`src/rtl/gat_stage_trace_buffer.sv`:
```
// gat_stage_trace_buffer: timestamps rising edges of eight GAT stage handshake flags into a show-ahead FIFO.
//   Inputs : clk, rst, eight stage flags, arm_i/stop_i/clr_i capture control, rd_rdy_i consumer ready.
//   Outputs: rd_vld_o/rd_data_o head entry {ts, edge, flags}, count_o, full_o, drop_cnt_o, state_o.
module gat_stage_trace_buffer #(
    parameter int DEPTH = 16,
    parameter int TS_W  = 32
) (
    input  logic                     clk,
    input  logic                     rst,
    input  logic                     spmm_vld_i,
    input  logic                     spmm_rdy_i,
    input  logic                     dmvm_vld_i,
    input  logic                     dmvm_rdy_i,
    input  logic                     sm_vld_i,
    input  logic                     sm_rdy_i,
    input  logic                     aggr_vld_i,
    input  logic                     aggr_rdy_i,
    input  logic                     arm_i,
    input  logic                     stop_i,
    input  logic                     clr_i,
    input  logic                     rd_rdy_i,
    output logic                     rd_vld_o,
    output logic [TS_W+15:0]         rd_data_o,
    output logic [$clog2(DEPTH):0]   count_o,
    output logic                     full_o,
    output logic [15:0]              drop_cnt_o,
    output logic [1:0]               state_o
);
    localparam int AW = $clog2(DEPTH);
    localparam int CW = AW + 1;
    localparam int DW = TS_W + 16;
    localparam logic [1:0] IDLE = 2'd0;
    localparam logic [1:0] WAIT = 2'd1;
    localparam logic [1:0] CAP  = 2'd2;

    logic [1:0]     r_state;
    logic [7:0]     r_fprev;
    logic [TS_W-1:0] r_ts;
    logic [AW-1:0]  r_wr_ptr;
    logic [AW-1:0]  r_rd_ptr;
    logic [CW-1:0]  r_count;
    logic [15:0]    r_drop;
    logic [DW-1:0]  r_mem [DEPTH];

    logic [7:0]     w_f;
    logic [7:0]     w_edge;
    logic           w_trig;
    logic           w_wr_req;
    logic           w_pop;
    logic           w_wr;
    logic           w_drop;
    logic [1:0]     w_state_nxt;
    logic [DW-1:0]  w_entry;

    assign w_f    = {spmm_vld_i, spmm_rdy_i, dmvm_vld_i, dmvm_rdy_i, sm_vld_i, sm_rdy_i, aggr_vld_i, aggr_rdy_i};
    assign w_edge = w_f & ~r_fprev;
    // stop_i outranks a trigger in WAIT; in CAPTURE the stop cycle is still recorded
    assign w_trig   = (r_state == WAIT) && w_edge[7] && !stop_i;
    assign w_wr_req = !clr_i && (w_trig || ((r_state == CAP) && (w_edge != 8'd0)));
    assign w_pop    = rd_vld_o && rd_rdy_i;
    // a pop in the same cycle frees the slot the write needs
    assign w_wr     = w_wr_req && ((r_count != CW'(DEPTH)) || w_pop);
    assign w_drop   = w_wr_req && !w_wr;
    assign w_entry  = {(r_state == WAIT) ? {TS_W{1'b0}} : r_ts, w_edge, w_f};

    always_comb begin
        w_state_nxt = r_state;
        if (stop_i && r_state != IDLE)
            w_state_nxt = IDLE;
        else if (r_state == IDLE && arm_i)
            w_state_nxt = WAIT;
        else if (w_trig)
            w_state_nxt = CAP;
    end

    always_ff @(posedge clk) begin
        if (rst) begin
            r_state  <= IDLE;
            r_fprev  <= '0;
            r_ts     <= '0;
            r_wr_ptr <= '0;
            r_rd_ptr <= '0;
            r_count  <= '0;
            r_drop   <= '0;
        end else begin
            r_fprev <= w_f;
            if (clr_i) begin
                r_state  <= IDLE;
                r_ts     <= '0;
                r_wr_ptr <= '0;
                r_rd_ptr <= '0;
                r_count  <= '0;
                r_drop   <= '0;
            end else begin
                r_state  <= w_state_nxt;
                r_ts     <= w_trig ? TS_W'(1) : (r_state == CAP) ? r_ts + TS_W'(1) : r_ts;
                r_wr_ptr <= r_wr_ptr + AW'(w_wr);
                r_rd_ptr <= r_rd_ptr + AW'(w_pop);
                r_count  <= r_count + CW'(w_wr) - CW'(w_pop);
                if (w_drop && r_drop != 16'hFFFF)
                    r_drop <= r_drop + 16'd1;
            end
        end
    end

    always_ff @(posedge clk) begin
        if (w_wr)
            r_mem[r_wr_ptr] <= w_entry;
    end

    assign rd_vld_o   = (r_count != '0);
    assign rd_data_o  = rd_vld_o ? r_mem[r_rd_ptr] : '0;
    assign count_o    = r_count;
    assign full_o     = (r_count == CW'(DEPTH));
    assign drop_cnt_o = r_drop;
    assign state_o    = r_state;
endmodule

```
`config.mk`:
```
export PLATFORM = sky130hd
export DESIGN_NAME = gat_stage_trace_buffer
export DESIGN_NICKNAME = d
export VERILOG_FILES = /design/src/rtl/gat_stage_trace_buffer.sv
export SDC_FILE = /design/constraint.sdc
export NUM_CORES = 1
export LEC_CHECK = 0
export ABC_AREA = 1
export BUFFER_PORTS_ARGS = -buffer_cell sky130_fd_sc_hd__buf_2
export CORE_ASPECT_RATIO = 1.5
export CORE_MARGIN = 4
export CORE_UTILIZATION = 39
export DETAILED_ROUTE_END_ITERATION = 16
export PLACE_DENSITY = 0.6
export SYNTH_ARGS = -nofsm -noshare
export SYNTH_HDL_FRONTEND = slang
export SYNTH_SLANG_ARGS = --single-unit
```
`constraint.sdc`:
```
create_clock -name clk -period 4.3 [get_ports clk]
set_clock_uncertainty 0.05 [all_clocks]
set_input_delay 0.645 -clock clk [delete_from_list [all_inputs] [get_ports clk]]
set_output_delay 0.645 -clock clk [all_outputs]
set_load 0.02 [all_outputs]
```
==> metrics.cfg <==
[drt]
drt-initial-drc-count = 2459
drc = 0
postRouteWirelength_um = 88200
ant_nets = 0
wl_per_cell_um = 22.3
vias = 22158
avgViaCountPerCell = 5.59
dr.pass1.iters = 6

[critical_path]
crit_arrival_ns = 3.34
critical_path.endpoint_type = output pin
critPathLaunchType = register
cp_cell_sequence = inv_4 -> buf_4 -> o21ai_0 -> o221ai_1 -> nand3_1 -> a21oi_1 -> buf_2
required_ns = 3.61
critPathMaxStageDelay_ns = 0.63
worst-r2r-setup-slack_ns = 1.24
worstPathMaxFanout = 56
cp_slowest_cell = inv_4
path_buf_inv = 3
critPathTopFamily = buffers and inverters
critPathKind = register to output pin

[global_routing]
grt_max_degree = 191
antenna_found_initial = 0
grt_use_met1 = 0.245
busiest_layer = met2
use_met2 = 0.327
grtUsageMet3 = 0.0318
grt_remaining_overflow = 0
grt_usage = 0.190
grt_pass1_wl_um = 132000
grt_pass1_vias = 22085

[finish]
drive_above_1_share = 0.0981
area_growth_syn_to_layout_pct = 12.8
finalNonFillerCells = 3963
nets = 2806
n_antenna_cell = 0

[clock_network]
post_cts_resized = 0
hold_buffers = 0
clk_pin_slew_worst_paths_ns = 0.07
numCtsBuffers = 75
cts_buffer_depth = 3
post_cts_buffers = 0
cts_tree = yes
cts.sinks = 839
cts-root-buf = clkbuf_16
cts-htree-levels = 3
clk_latency_ns = 0.64

[synthesis]
yosys-top-cells-area = edfxtp_1 (69%), o21ai_0 (6.0%), nor2_1 (6.0%)
syn_nets = 2762
synth_area_mm2 = 0.0336
ys_seq_elements = 839
async_flop_share = 0
synth_top_area_frac = 0.686
ys_types = 36
synth-edff-count = 768
yosysWarnings = 0
ys_seq_area_frac = 0.728
syn_avg_cell_area_um2 = 12.3
synthCells = 2735
synth_area_leader_cell = edfxtp_1
synthFlopType = edfxtp_1

[floorplanning]
start_util = 0.394
die_h_um = 368
core_mm2 = 0.0852
rows = 131
fp.dieW_um = 248
dieArea_mm2 = 0.0910
ios = 87

[timing]
rsz0062_at_grt = false
period_minus_slack_ns = 4.03
hold_viol = 0
fmax_ghz = 0.248
slew_headroom = 0.141
setup_viol = 0
finalCritPeriodShare = 0.938
tightest_slew_ns = 1.28
fin_tns_setup_ns = 0
slew_violations = 0

[placement]
io_buffers = 86
placed_cells = 3832
hpwlAfterDp_um = 47200
gp_congestion = 0.810

[run]
timing.max_cap.violations = 0

[status]
outcome = complete, no violations

[pwr]
p_leak_uw = 0.0123
p_total_uw = 18200
power_density_mw_per_mm2 = 481
peakVddDrop_uv = 292

[hold_path]
worstHoldPathType = input pin to register

==> worst register-to-register path: cells and delay by family, from the launching register on <==
family / cells / cell delay (ns)
AOI/OAI and AO/OA: 3 / 0.26
adders and majority gates: 3 / 0.91
buffers and inverters: 4 / 0.46
DFF: 1 / 0.34
and+or+nand+nor: 7 / 0.98
==> report_power, final <==
group	internal, uW	total, uW	switching, uW
Combinational	697	2780	2080
Clock	3680	6580	2900
Sequential	8840	8890	51.1
Total	13200	18200	5030
==> flip-flops by register name (all words and copies together) (netlist names) <==
name / flops
r_rd_ptr: 4
drop_cnt_o: 16
state_o: 2
r_fprev: 8
r_ts: 32
r_mem: 768
r_wr_ptr: 4
count_o: 5
==> synth_stat cells (2+ instances only) <==
cell type,n
buf_2,56
inv_2,3
nor3_1,12
ha_1,12
nand4_1,17
clkbuf_2,2
nor2_1,537
buf_4,6
xor2_1,8
nor2_2,2
xnor2_1,3
edfxtp_1,768
nor2_4,2
inv_1,136
o211ai_1,6
a21oi_1,114
nand2_1,161
clkbuf_1,105
a31oi_1,2
o221ai_1,150
buf_1,3
o22ai_1,24
nand3_1,105
o21ai_0,406
o21ai_1,14
dfxtp_1,71
==> layout make-up <==
| class | instances | area, um2 |
|---|---|---|
| tap | 1130 | 1410 |
| inverter | 141 | 543 |
| sequential | 839 | 24500 |
| clock inverter | 40 | 367 |
| timing repair buffer | 139 | 1100 |
| fill | 7677 | 47300 |
| multi-input combinational | 1583 | 7990 |
| clock buffer | 91 | 2000 |
==> per-stage QoR <==
| step | setup slack, ns | hold WS (ns) | util | area [um2] |
|---|---|---|---|---|
| after CTS | 0.198 | 0.201 | 0.445 | 37900 |
| after global placement | 0.539 | 0.419 | 0.417 | 35500 |
| after floorplan | 0.315 | 0.391 | - | 33600 |
| after detailed placement | 0.601 | 0.431 | 0.417 | 35500 |
| final | 0.268 | 0.254 | 0.445 | 37900 |
| after global routing | 0.0958 | 0.248 | 0.445 | 37900 |
==> worst paths after layout <==
| check | to | cells past startpoint | startpoint |
|---|---|---|---|
| worst max-delay path | rd_data_o[7] | 7 | r_rd_ptr[1] |
| worst min-delay path | state_o[0] | 3 | arm_i |
| worst max register to register | count_o[4] | 17 | state_o[0] |
| worst min register to register | r_ts[13] | 2 | r_ts[13] |
==> cells by family after synthesis <==
kind of cell,Yosys count,share of synthesized area
simple gates,841,0.101
flops,839,0.728
compound gates,718,0.125
buf+inv,313,0.0378
fa+ha+maj,13,0.00506
xor+xnor,11,0.00287
==> cells in the final DEF, fill, tap and decap left out, drive strengths merged <==
cell type  count
buf          139
o22ai         24
nor4           1
a21oi        114
o21ai        420
o21bai         1
nor2         541
o211ai         6
o221ai       150
or2            1
bufinv         6
clkbuf        91
and3           1
nand3        106
nand4         17
ha            12
xnor2          3
a211oi         1
clkinv        30
dfxtp         71
a31oi          2
fa             1
xor2           8
nor3          12
clkinvlp       4
nand2        162
inv          141
edfxtp       768
==> metal layers <==
| metal | up-vias | routed length (um) |
|---|---|---|
| met1 | 11088 | 36100 |
| met5 | - | 0 |
| met4 | 0 | 2360 |
| li1 | 10081 | - |
| met3 | 159 | 5410 |
| met2 | 830 | 44400 |
Power figures use the tool's default switching activity.
